[src/rtl/multicycle_ctrl_unit.sv]
// multicycle_ctrl_unit
//   Multi-cycle RV32I/RV64I control unit. Each instruction walks through
//   IDLE -> FETCH -> DECODE -> EXEC -> [MEM] -> WB -> FETCH. Datapath control
//   fields are registered in DECODE and hold until the next DECODE. The PC
//   and register-file write enables pulse once, in WB. ebreak and a
//   memory-wait watchdog park the unit in HALT until reset.
//
// Build option: define NPC_ILLEGAL_TRAP_EN to trap unknown instructions
//   into HALT with the illegal flag set. Without it, unknown instructions
//   retire as a NOP and illegal is tied to 0.
//
// Ports:
//   clk, rst_n            clock, asynchronous active-low reset
//   inst                  instruction from IFU, sampled when ifu_ack=1
//   ifu_req / ifu_ack     fetch handshake
//   lsu_req / lsu_ack     data access handshake
//   IS_ZERO, LESS         ALU flags, sampled in EXEC
//   op_IMM, op_ALU_*      immediate type, ALU operand selects, ALU op
//   word_op               32-bit op with sign-extended result (XLEN=64 only)
//   load, store, op_PMEM, op_load_sext   memory access controls
//   en_Wreg, pc_we        single-cycle write pulses in WB
//   op_PC_Asrc/Bsrc       next-PC operand selects, registered in EXEC
//   halted, timeout, illegal   sticky status flags
//   state                 current FSM state for debug
//
// Handshake: a request is held high while its state waits and drops in the
// same cycle the matching ack is seen (req = waiting && !ack). An ack is
// only honoured in the state that issued the request; anything else is
// ignored.
module multicycle_ctrl_unit #(
    parameter int XLEN           = 32,
    parameter int TIMEOUT_CYCLES = 1024,
    parameter int CNT_W          = 16
) (
    input  logic        clk,
    input  logic        rst_n,
    input  logic [31:0] inst,
    output logic        ifu_req,
    input  logic        ifu_ack,
    output logic        lsu_req,
    input  logic        lsu_ack,
    input  logic        IS_ZERO,
    input  logic        LESS,
    output logic [2:0]  op_IMM,
    output logic        op_ALU_Asrc,
    output logic [1:0]  op_ALU_Bsrc,
    output logic [3:0]  op_ALU_sel,
    output logic        word_op,
    output logic        load,
    output logic        store,
    output logic [7:0]  op_PMEM,
    output logic [1:0]  op_load_sext,
    output logic        en_Wreg,
    output logic        pc_we,
    output logic        op_PC_Asrc,
    output logic        op_PC_Bsrc,
    output logic        halted,
    output logic        timeout,
    output logic        illegal,
    output logic [2:0]  state
);

    typedef enum logic [2:0] {
        S_IDLE = 3'd0, S_FETCH = 3'd1, S_DECODE = 3'd2, S_EXEC = 3'd3,
        S_MEM  = 3'd4, S_WB    = 3'd5, S_HALT   = 3'd6
    } state_t;

    localparam logic [2:0] IMM_I = 3'd0, IMM_U = 3'd1, IMM_B = 3'd2,
                           IMM_S = 3'd3, IMM_J = 3'd4;
    localparam logic [3:0] ALU_ADD = 4'd0, ALU_SUB = 4'd1, ALU_SLL = 4'd2,
                           ALU_SLT = 4'd3, ALU_SLTU = 4'd4, ALU_XOR = 4'd5,
                           ALU_SRL = 4'd6, ALU_SRA = 4'd7, ALU_OR = 4'd8,
                           ALU_AND = 4'd9, ALU_COPYB = 4'd10;
    localparam logic [7:0] PM_BYTE = 8'h01, PM_HALF = 8'h03,
                           PM_WORD = 8'h0F, PM_DOUBLE = 8'hFF;
    localparam logic [31:0] EBREAK = 32'h0010_0073;
    localparam bit RV64  = (XLEN == 64);
    localparam bit WD_EN = (TIMEOUT_CYCLES != 0);
    localparam logic [CNT_W-1:0] WD_LAST = CNT_W'(TIMEOUT_CYCLES - 1);

    state_t           cur, nxt;
    logic [31:0]      inst_q;
    logic [CNT_W-1:0] wd_cnt;
    logic             wd_fire;
    logic             wreg_q, br_q, jal_q, jalr_q, taken;

    // decoded fields, combinational from inst_q
    logic [2:0] d_imm;
    logic       d_asrc, d_word, d_load, d_store, d_wreg, d_br, d_jal, d_jalr, d_known;
    logic [1:0] d_bsrc, d_sext;
    logic [3:0] d_sel;
    logic [7:0] d_pmem;
    logic [6:0] opc;
    logic [2:0] f3;

    assign opc   = inst_q[6:0];
    assign f3    = inst_q[14:12];
    assign state = cur;
    assign wd_fire = WD_EN && (wd_cnt == WD_LAST);

    function automatic logic [3:0] alu_f3(input logic [2:0] fn, input logic alt);
        case (fn)
            3'b000:  return alt ? ALU_SUB : ALU_ADD;
            3'b001:  return ALU_SLL;
            3'b010:  return ALU_SLT;
            3'b011:  return ALU_SLTU;
            3'b100:  return ALU_XOR;
            3'b101:  return alt ? ALU_SRA : ALU_SRL;
            3'b110:  return ALU_OR;
            default: return ALU_AND;
        endcase
    endfunction

    always_comb begin
        d_imm = IMM_I; d_asrc = 1'b0; d_bsrc = 2'b00; d_sel = ALU_ADD;
        d_word = 1'b0; d_load = 1'b0; d_store = 1'b0; d_pmem = 8'h00;
        d_sext = 2'b00; d_wreg = 1'b0; d_br = 1'b0; d_jal = 1'b0;
        d_jalr = 1'b0; d_known = 1'b1;
        case (opc)
            7'b0110111: begin d_imm = IMM_U; d_bsrc = 2'b01; d_sel = ALU_COPYB; d_wreg = 1'b1; end
            7'b0010111: begin d_imm = IMM_U; d_asrc = 1'b1; d_bsrc = 2'b01; d_wreg = 1'b1; end
            7'b1101111: begin d_imm = IMM_J; d_asrc = 1'b1; d_bsrc = 2'b10; d_wreg = 1'b1; d_jal = 1'b1; end
            7'b1100111: begin
                d_imm = IMM_I; d_asrc = 1'b1; d_bsrc = 2'b10; d_wreg = 1'b1; d_jalr = 1'b1;
                d_known = (f3 == 3'b000);
            end
            7'b1100011: begin
                d_imm = IMM_B; d_br = 1'b1;
                case (f3)
                    3'b000, 3'b001: d_sel = ALU_SUB;
                    3'b100, 3'b101: d_sel = ALU_SLT;
                    3'b110, 3'b111: d_sel = ALU_SLTU;
                    default:        d_known = 1'b0;
                endcase
            end
            7'b0000011: begin
                d_imm = IMM_I; d_bsrc = 2'b01; d_load = 1'b1; d_wreg = 1'b1;
                case (f3)
                    3'b000:  begin d_pmem = PM_BYTE; d_sext = 2'b01; end
                    3'b001:  begin d_pmem = PM_HALF; d_sext = 2'b10; end
                    3'b010:  begin d_pmem = PM_WORD; d_sext = RV64 ? 2'b11 : 2'b00; end
                    3'b100:  d_pmem = PM_BYTE;
                    3'b101:  d_pmem = PM_HALF;
                    3'b110:  begin d_pmem = PM_WORD;   d_known = RV64; end
                    3'b011:  begin d_pmem = PM_DOUBLE; d_known = RV64; end
                    default: d_known = 1'b0;
                endcase
            end
            7'b0100011: begin
                d_imm = IMM_S; d_bsrc = 2'b01; d_store = 1'b1;
                case (f3)
                    3'b000:  d_pmem = PM_BYTE;
                    3'b001:  d_pmem = PM_HALF;
                    3'b010:  d_pmem = PM_WORD;
                    3'b011:  begin d_pmem = PM_DOUBLE; d_known = RV64; end
                    default: d_known = 1'b0;
                endcase
            end
            // bit 30 only selects SRA for immediates; for addi it is an
            // ordinary immediate bit and must not turn ADD into SUB.
            7'b0010011: begin
                d_bsrc = 2'b01; d_wreg = 1'b1;
                d_sel = alu_f3(f3, inst_q[30] && (f3 == 3'b101));
            end
            7'b0110011: begin d_wreg = 1'b1; d_sel = alu_f3(f3, inst_q[30]); end
            7'b0011011: begin
                d_bsrc = 2'b01; d_word = 1'b1; d_wreg = 1'b1;
                d_sel = alu_f3(f3, inst_q[30] && (f3 == 3'b101));
                d_known = RV64 && (f3 == 3'b000 || f3 == 3'b001 || f3 == 3'b101);
            end
            7'b0111011: begin
                d_word = 1'b1; d_wreg = 1'b1; d_sel = alu_f3(f3, inst_q[30]);
                d_known = RV64 && (f3 == 3'b000 || f3 == 3'b001 || f3 == 3'b101);
            end
            7'b0001111, 7'b1110011: ;   // fence / system: retire without a write
            default: d_known = 1'b0;
        endcase
        // Unknown instructions retire as a plain PC+4 NOP.
        if (!d_known) begin
            d_imm = IMM_I; d_asrc = 1'b0; d_bsrc = 2'b00; d_sel = ALU_ADD;
            d_word = 1'b0; d_load = 1'b0; d_store = 1'b0; d_pmem = 8'h00;
            d_sext = 2'b00; d_wreg = 1'b0; d_br = 1'b0; d_jal = 1'b0; d_jalr = 1'b0;
        end
    end

    always_comb begin
        case (f3)
            3'b000:         taken = IS_ZERO;
            3'b001:         taken = !IS_ZERO;
            3'b100, 3'b110: taken = LESS;
            3'b101, 3'b111: taken = !LESS;
            default:        taken = 1'b0;
        endcase
    end

    always_comb begin
        nxt = cur; ifu_req = 1'b0; lsu_req = 1'b0; pc_we = 1'b0; en_Wreg = 1'b0;
        case (cur)
            S_IDLE:  nxt = S_FETCH;
            S_FETCH: begin
                ifu_req = !ifu_ack;
                if (ifu_ack)      nxt = S_DECODE;   // ack beats the watchdog
                else if (wd_fire) nxt = S_HALT;
            end
            S_DECODE: begin
                if (inst_q == EBREAK) nxt = S_HALT;
`ifdef NPC_ILLEGAL_TRAP_EN
                else if (!d_known)    nxt = S_HALT;
`endif
                else                  nxt = S_EXEC;
            end
            S_EXEC: nxt = (load || store) ? S_MEM : S_WB;
            S_MEM: begin
                lsu_req = !lsu_ack;
                if (lsu_ack)      nxt = S_WB;
                else if (wd_fire) nxt = S_HALT;
            end
            S_WB: begin pc_we = 1'b1; en_Wreg = wreg_q; nxt = S_FETCH; end
            S_HALT:  nxt = S_HALT;
            default: nxt = S_IDLE;
        endcase
    end

    always_ff @(posedge clk or negedge rst_n) begin
        if (!rst_n) begin
            cur <= S_IDLE; inst_q <= '0; wd_cnt <= '0;
            op_IMM <= '0; op_ALU_Asrc <= 1'b0; op_ALU_Bsrc <= '0; op_ALU_sel <= '0;
            word_op <= 1'b0; load <= 1'b0; store <= 1'b0; op_PMEM <= '0;
            op_load_sext <= '0; wreg_q <= 1'b0; br_q <= 1'b0; jal_q <= 1'b0;
            jalr_q <= 1'b0; op_PC_Asrc <= 1'b0; op_PC_Bsrc <= 1'b0;
            halted <= 1'b0; timeout <= 1'b0;
        end else begin
            cur <= nxt;
            if (cur == S_FETCH && ifu_ack) inst_q <= inst;
            // Counts wait cycles; any other state clears it, so entry is 0.
            if ((cur == S_FETCH && !ifu_ack) || (cur == S_MEM && !lsu_ack))
                wd_cnt <= wd_cnt + 1'b1;
            else
                wd_cnt <= '0;
            if (cur == S_DECODE) begin
                op_IMM <= d_imm; op_ALU_Asrc <= d_asrc; op_ALU_Bsrc <= d_bsrc;
                op_ALU_sel <= d_sel; word_op <= d_word; load <= d_load;
                store <= d_store; op_PMEM <= d_pmem; op_load_sext <= d_sext;
                wreg_q <= d_wreg; br_q <= d_br; jal_q <= d_jal; jalr_q <= d_jalr;
            end
            if (cur == S_EXEC) begin
                op_PC_Asrc <= (br_q && taken) || jal_q || jalr_q;
                op_PC_Bsrc <= jalr_q;
            end
            if (nxt == S_HALT && cur != S_HALT) halted <= 1'b1;
            if ((cur == S_FETCH || cur == S_MEM) && nxt == S_HALT) timeout <= 1'b1;
        end
    end

`ifdef NPC_ILLEGAL_TRAP_EN
    logic illegal_q;
    always_ff @(posedge clk or negedge rst_n) begin
        if (!rst_n)
            illegal_q <= 1'b0;
        else if (cur == S_DECODE && nxt == S_HALT && inst_q != EBREAK)
            illegal_q <= 1'b1;
    end
    assign illegal = illegal_q;
`else
    assign illegal = 1'b0;
`endif

endmodule

[config.mk]
export PLATFORM = sky130hd
export DESIGN_NAME = multicycle_ctrl_unit
export DESIGN_NICKNAME = d
export VERILOG_FILES = /design/src/rtl/multicycle_ctrl_unit.sv
export SDC_FILE = /design/constraint.sdc
export NUM_CORES = 1
export LEC_CHECK = 0
export BUFFER_PORTS_ARGS = -buffer_cell sky130_fd_sc_hd__buf_2
export CELL_PAD_IN_SITES_DETAIL_PLACEMENT = 0
export CELL_PAD_IN_SITES_GLOBAL_PLACEMENT = 1
export CORE_MARGIN = 1.5
export CORE_UTILIZATION = 46
export CTS_CLUSTER_SIZE = 8
export DETAILED_ROUTE_END_ITERATION = 8
export HOLD_SLACK_MARGIN = 0.12
export PLACE_DENSITY_LB_ADDON = 0.1
export SLEW_MARGIN = 40
export SYNTH_ARGS = -nofsm -noshare
export SYNTH_HDL_FRONTEND = slang
export SYNTH_SLANG_ARGS = --single-unit
[constraint.sdc]
create_clock -name clk -period 5.1 [get_ports clk]
set_input_delay 1.02 -clock clk [delete_from_list [all_inputs] [get_ports clk]]
set_output_delay 1.02 -clock clk [all_outputs]
set_load 0.02 [all_outputs]
# Yosys cells after proc, flatten, opt, wreduce, memory -nomap -nowiden
# Cells that the tools add are included.
[word_totals]
register_bits = 82
latchBits = 0
mem_bits_rw = 0
romBits = 0
mem_count = 0
[classes]
add_sub_neg = 1
n_mul = 0
n_div = 0
magnitude_cmp = 0
n_eq_ne = 30
shift = 0
n_mux = 52
n_bitwise = 0
reduce_logical = 39
[ops]
columns = ["operator", "n"]
rows = [
  ["8-bit case mux with 4 select lines", 2],
  ["4-bit case mux with 7 select lines", 2],
  ["32-bit by 21-bit equality test with 1-bit output, second input constant", 1],
  ["7-bit by 6-bit equality test with 1-bit output, second input constant", 4],
  ["7-bit equality test, second input constant", 4],
  ["1-bit two-way mux", 28],
  ["2-bit OR reduction", 14],
  ["3-bit equality test, second input constant", 8],
  ["7-bit by 5-bit equality test with 1-bit output, second input constant", 3],
  ["3-bit case mux with 6 select lines", 1],
  ["16-bit by 1-bit adder with 16-bit output, second input constant", 1],
  ["16-bit by 10-bit equality test with 1-bit output, second input constant", 1],
  ["16-bit two-way mux", 1],
  ["4-bit case mux with 4 select lines", 1],
  ["8-bit case mux with 2 select lines", 1],
  ["3-bit two-way mux", 5],
  ["3-bit by 2-bit equality test with 1-bit output, second input constant", 4],
  ["3-bit case mux with 4 select lines", 1],
  ["6-bit OR reduction", 2],
  ["3-bit case mux with 3 select lines", 1],
  ["9-bit OR reduction", 1],
  ["8-bit two-way mux", 1],
  ["2-bit case mux with 2 select lines", 2],
  ["7-bit by 2-bit equality test with 1-bit output, second input constant", 1],
  ["other kinds (14)", 32],
]

# Logic depth before layout (Yosys ltp)
[depth]
ltp_word = 6
ltp_mapped = 7

# Least setup slack after synthesis
# Ideal clock, no wire load.
[synth_path]
path_type = "input to output"
from = "input lsu_ack"
to = "output lsu_req"
t_arrival_ns = 1.716
slack_ns = 2.364
stages = 1
n_path_buf = 0
cell_sequence = "nor4_1"
[synth_via]
elab_chain_cells = 2
[synth_lines]
columns = ["item", "line", "source"]
rows = [
  ["start: declaration", "41", "input logic lsu_ack,"],
  ["1-bit logical NOT", "214", "lsu_req = !lsu_ack;"],
  ["1-bit two-way mux", "198", "case (cur)"],
  ["end: declaration", "40", "output logic lsu_req,"],
]
# No other way between the ends.

# Worst setup path in the final report
# Same ends and word-level chain as after synthesis.

==> impl_metrics.yaml <==
global_routing:
  first_global_vias: 2562
  grt_use_total: 0.188
  antenna_found_initial: 0
  grt_first_pass_wirelength_mm: 12.7
  grt_start_max_net_pins: 79
  gr-total-overflow: 0
yosys:
  synth-seq-area-share: 0.525
  synth.top_cell.area_share: 0.525
  syn_nets: 385
  synth.most_common_cell: "dfrtp_1"
  async_flop_share: 1.00
  ys_top_cells_by_count: "dfrtp_1 (78), nand2_1 (39), nor2_1 (32)"
  syn_inst: 346
  yosysUniqueCellTypes: 59
  ys_warn_count: 0
  ys_seq_elements: 78
  post_synth.cell_area_avg_um2: 10.7
  synth_edf_count: 0
  syn-cell-area_um2: 3710
  yosysTopAreaCell: "dfrtp_1"
  synth_ff_type: "dfrtp_1"
  synth.area.top_cells: "dfrtp_1 (53%), mux2_2 (9.1%), nand2_1 (3.9%)"
drt:
  drc: 0
  top_layer: "met4"
  wl_per_cell_um: 14.7
  dr.pass1.iters: 4
  dr_wl_met2_mm: 3.29
  vias: 2767
  viasPerCell: 5.39
  routed_wl_mm: 7.56
  antenna_left: 0
  met3WireLength_um: 465
  met1_length_mm: 3.71
  drt-initial-drc-count: 184
flow_run:
  cap_violations: 0
critical_path:
  cp-endpoint: "lsu_req"
  start_kind: "input pin"
  reg2regPathDepth: 5
  crit_type: "input pin to primary output"
  r2r-start: "inst_q[12]"
  endpoint_kind: "primary output"
  rr_endpoint: "op_ALU_sel[2]"
  crit_required_ns: 4.08
  crit_fanout: 2
  critPathArrivalTime_ns: 1.66
  r2r_slack_ns: 2.97
  startpoint: "lsu_ack"
timing:
  finClkSkew_ns: 0.00869
  worst_slew_pin_slew_ns: 0.691
  tns_ns: 0
  min_period_over_period: 0.526
  relSlewSlack: 0.539
  rsz0062_at_grt: "no"
  min_period_ns: 2.68
  fmax_mhz: 373
  setup_viol: 0
  hold_viol_final: 0
  maxSlewViolCount: 0
clock_network:
  clock-sinks: 78
  cts-root-buf: "clkbuf_8"
  cts_tree: "done"
  cts_resized: 0
  clk_latency_ns: 0.33
  cts_max_level: 3
  clkTransAtPathRegs_ns: 0.07
  numCtsBuffers: 9
  cts_buffer_depth: 2
  postCtsSetupBuffers: 0
  cts_hold_buf: 0
final_layout:
  final-seq-area_um2: 1950
  num-fill-cells: 739
  n_antenna_cell: 0
  fin_cells: 513
  drive_gt1_frac: 0.319
  area_growth_pct: 14.2
  multiInputGateArea_um2: 1590
  fin_nets: 447
  design_area_um2: 4240
floorplanning:
  rows: 32
  die_area_um2: 8620
  dieWidth_um: 92.9
  coreArea_um2: 7770
  die_h_um: 92.9
  start_util: 0.478
  io_pins: 73
power_and_ir_drop:
  p_per_area_nw_per_um2: 456
  leakage_nw: 1.88
  ir_drop_mv: 0.282
  power_mw: 1.94
place:
  hpwl_mm: 5.52
  gp_congestion: 0.843
  place_inst: 499
  place.port_buffers: 71
  place_area_um2: 4080
hold_path:
  hold_path.class: "flop to flop"
run_status:
  status: "finished clean"
critical path: stages:
cell	delay (ns)
buf_2	0.10
nor4_1	0.30
buf_2	0.24
where the power goes:
part	switching, mW	internal [mW]	leakage [nW]
clock	0.201	0.184	0.0821
combinational	0.310	0.275	0.797
sequential	0.200	0.768	1.01
total	0.710	1.23	1.88
per-layer routing:
layer	vias to the layer above	track usage
li1	1347	-
met1	1329	0.275
met2	84	0.272
met3	7	0.0419
met4	0	0.0720
met5	-	0
cell families (layout without fill, tap and decap cells):
group	after synthesis	in the layout	share of synthesized area
adder cells (fa/ha/maj)	1	1	0.00337
XOR/XNOR	17	17	0.0401
other	1	1	0.00101
AND/OR/NAND/NOR	130	130	0.180
buffers and inverters	33	98	0.0492
multiplexers	30	30	0.0909
AO/OA/AOI/OAI	56	56	0.110
flip-flops	78	78	0.525
worst min-delay path by stage:
| stage | from | end | slack, ns | cells after the start |
|---|---|---|---|---|
| 2_1_floorplan | wreg_q | wreg_q | 0.44 | 2 |
| 3_3_place_gp | timeout | timeout | 0.46 | 2 |
| 3_5_place_dp | timeout | timeout | 0.46 | 2 |
| 4_1_cts | timeout | timeout | 0.48 | 2 |
| 5_1_grt | halted | halted | 0.49 | 2 |
| 6_report | op_IMM[2] | op_IMM[2] | 0.47 | 2 |
flip-flops by register name, indices dropped and copies added, names as in the netlist, 2 cells and up:
register / cells
state: 3
op_PMEM: 4
inst_q: 32
op_load_sext: 2
op_IMM: 3
op_ALU_sel: 4
wd_cnt: 16
op_ALU_Bsrc: 2
placed cells by master (no fill, tap or decap), types with 2 or more instances in the layout:
cell,instances
buf_2,70
a31oi_1,2
nand3_1,10
o21ai_1,8
and2_1,3
a211oi_1,3
nor3b_1,4
nor4_2,2
xor2_1,9
nor3_1,7
clkbuf_1,2
xnor2_1,8
nand2b_1,3
nand4_1,4
nor2b_1,2
clkbuf_8,10
nor4_1,7
or3_1,2
o31ai_1,5
inv_1,11
nand2_1,39
a21oi_1,4
clkinv_2,2
nor4b_1,3
dfrtp_1,78
a32oi_1,3
mux2_2,30
o41ai_1,2
o21bai_1,2
a22o_1,3
nor2_1,31
o21ai_0,12
final cells by class:
type / count / share of cell area
Multi-Input combinational cell: 235 / 0.374
Sequential cell: 78 / 0.460
Timing Repair Buffer: 72 / 0.0888
Clock inverter: 2 / 0.00236
Inverter: 12 / 0.0106
Clock buffer: 12 / 0.0342
Tap cell: 102 / 0.0301
stage by stage:
stage / hold slack, ns / setup WS [ns] / utilization
floorplan: 0.440 / 2.36 / -
global placement: 0.455 / 2.51 / 0.523
detailed placement: 0.455 / 2.42 / 0.526
CTS: 0.479 / 2.41 / 0.546
global route: 0.494 / 2.23 / 0.546
finish: 0.475 / 2.42 / 0.546
No activity file was read; power rests on OpenSTA's default activity.
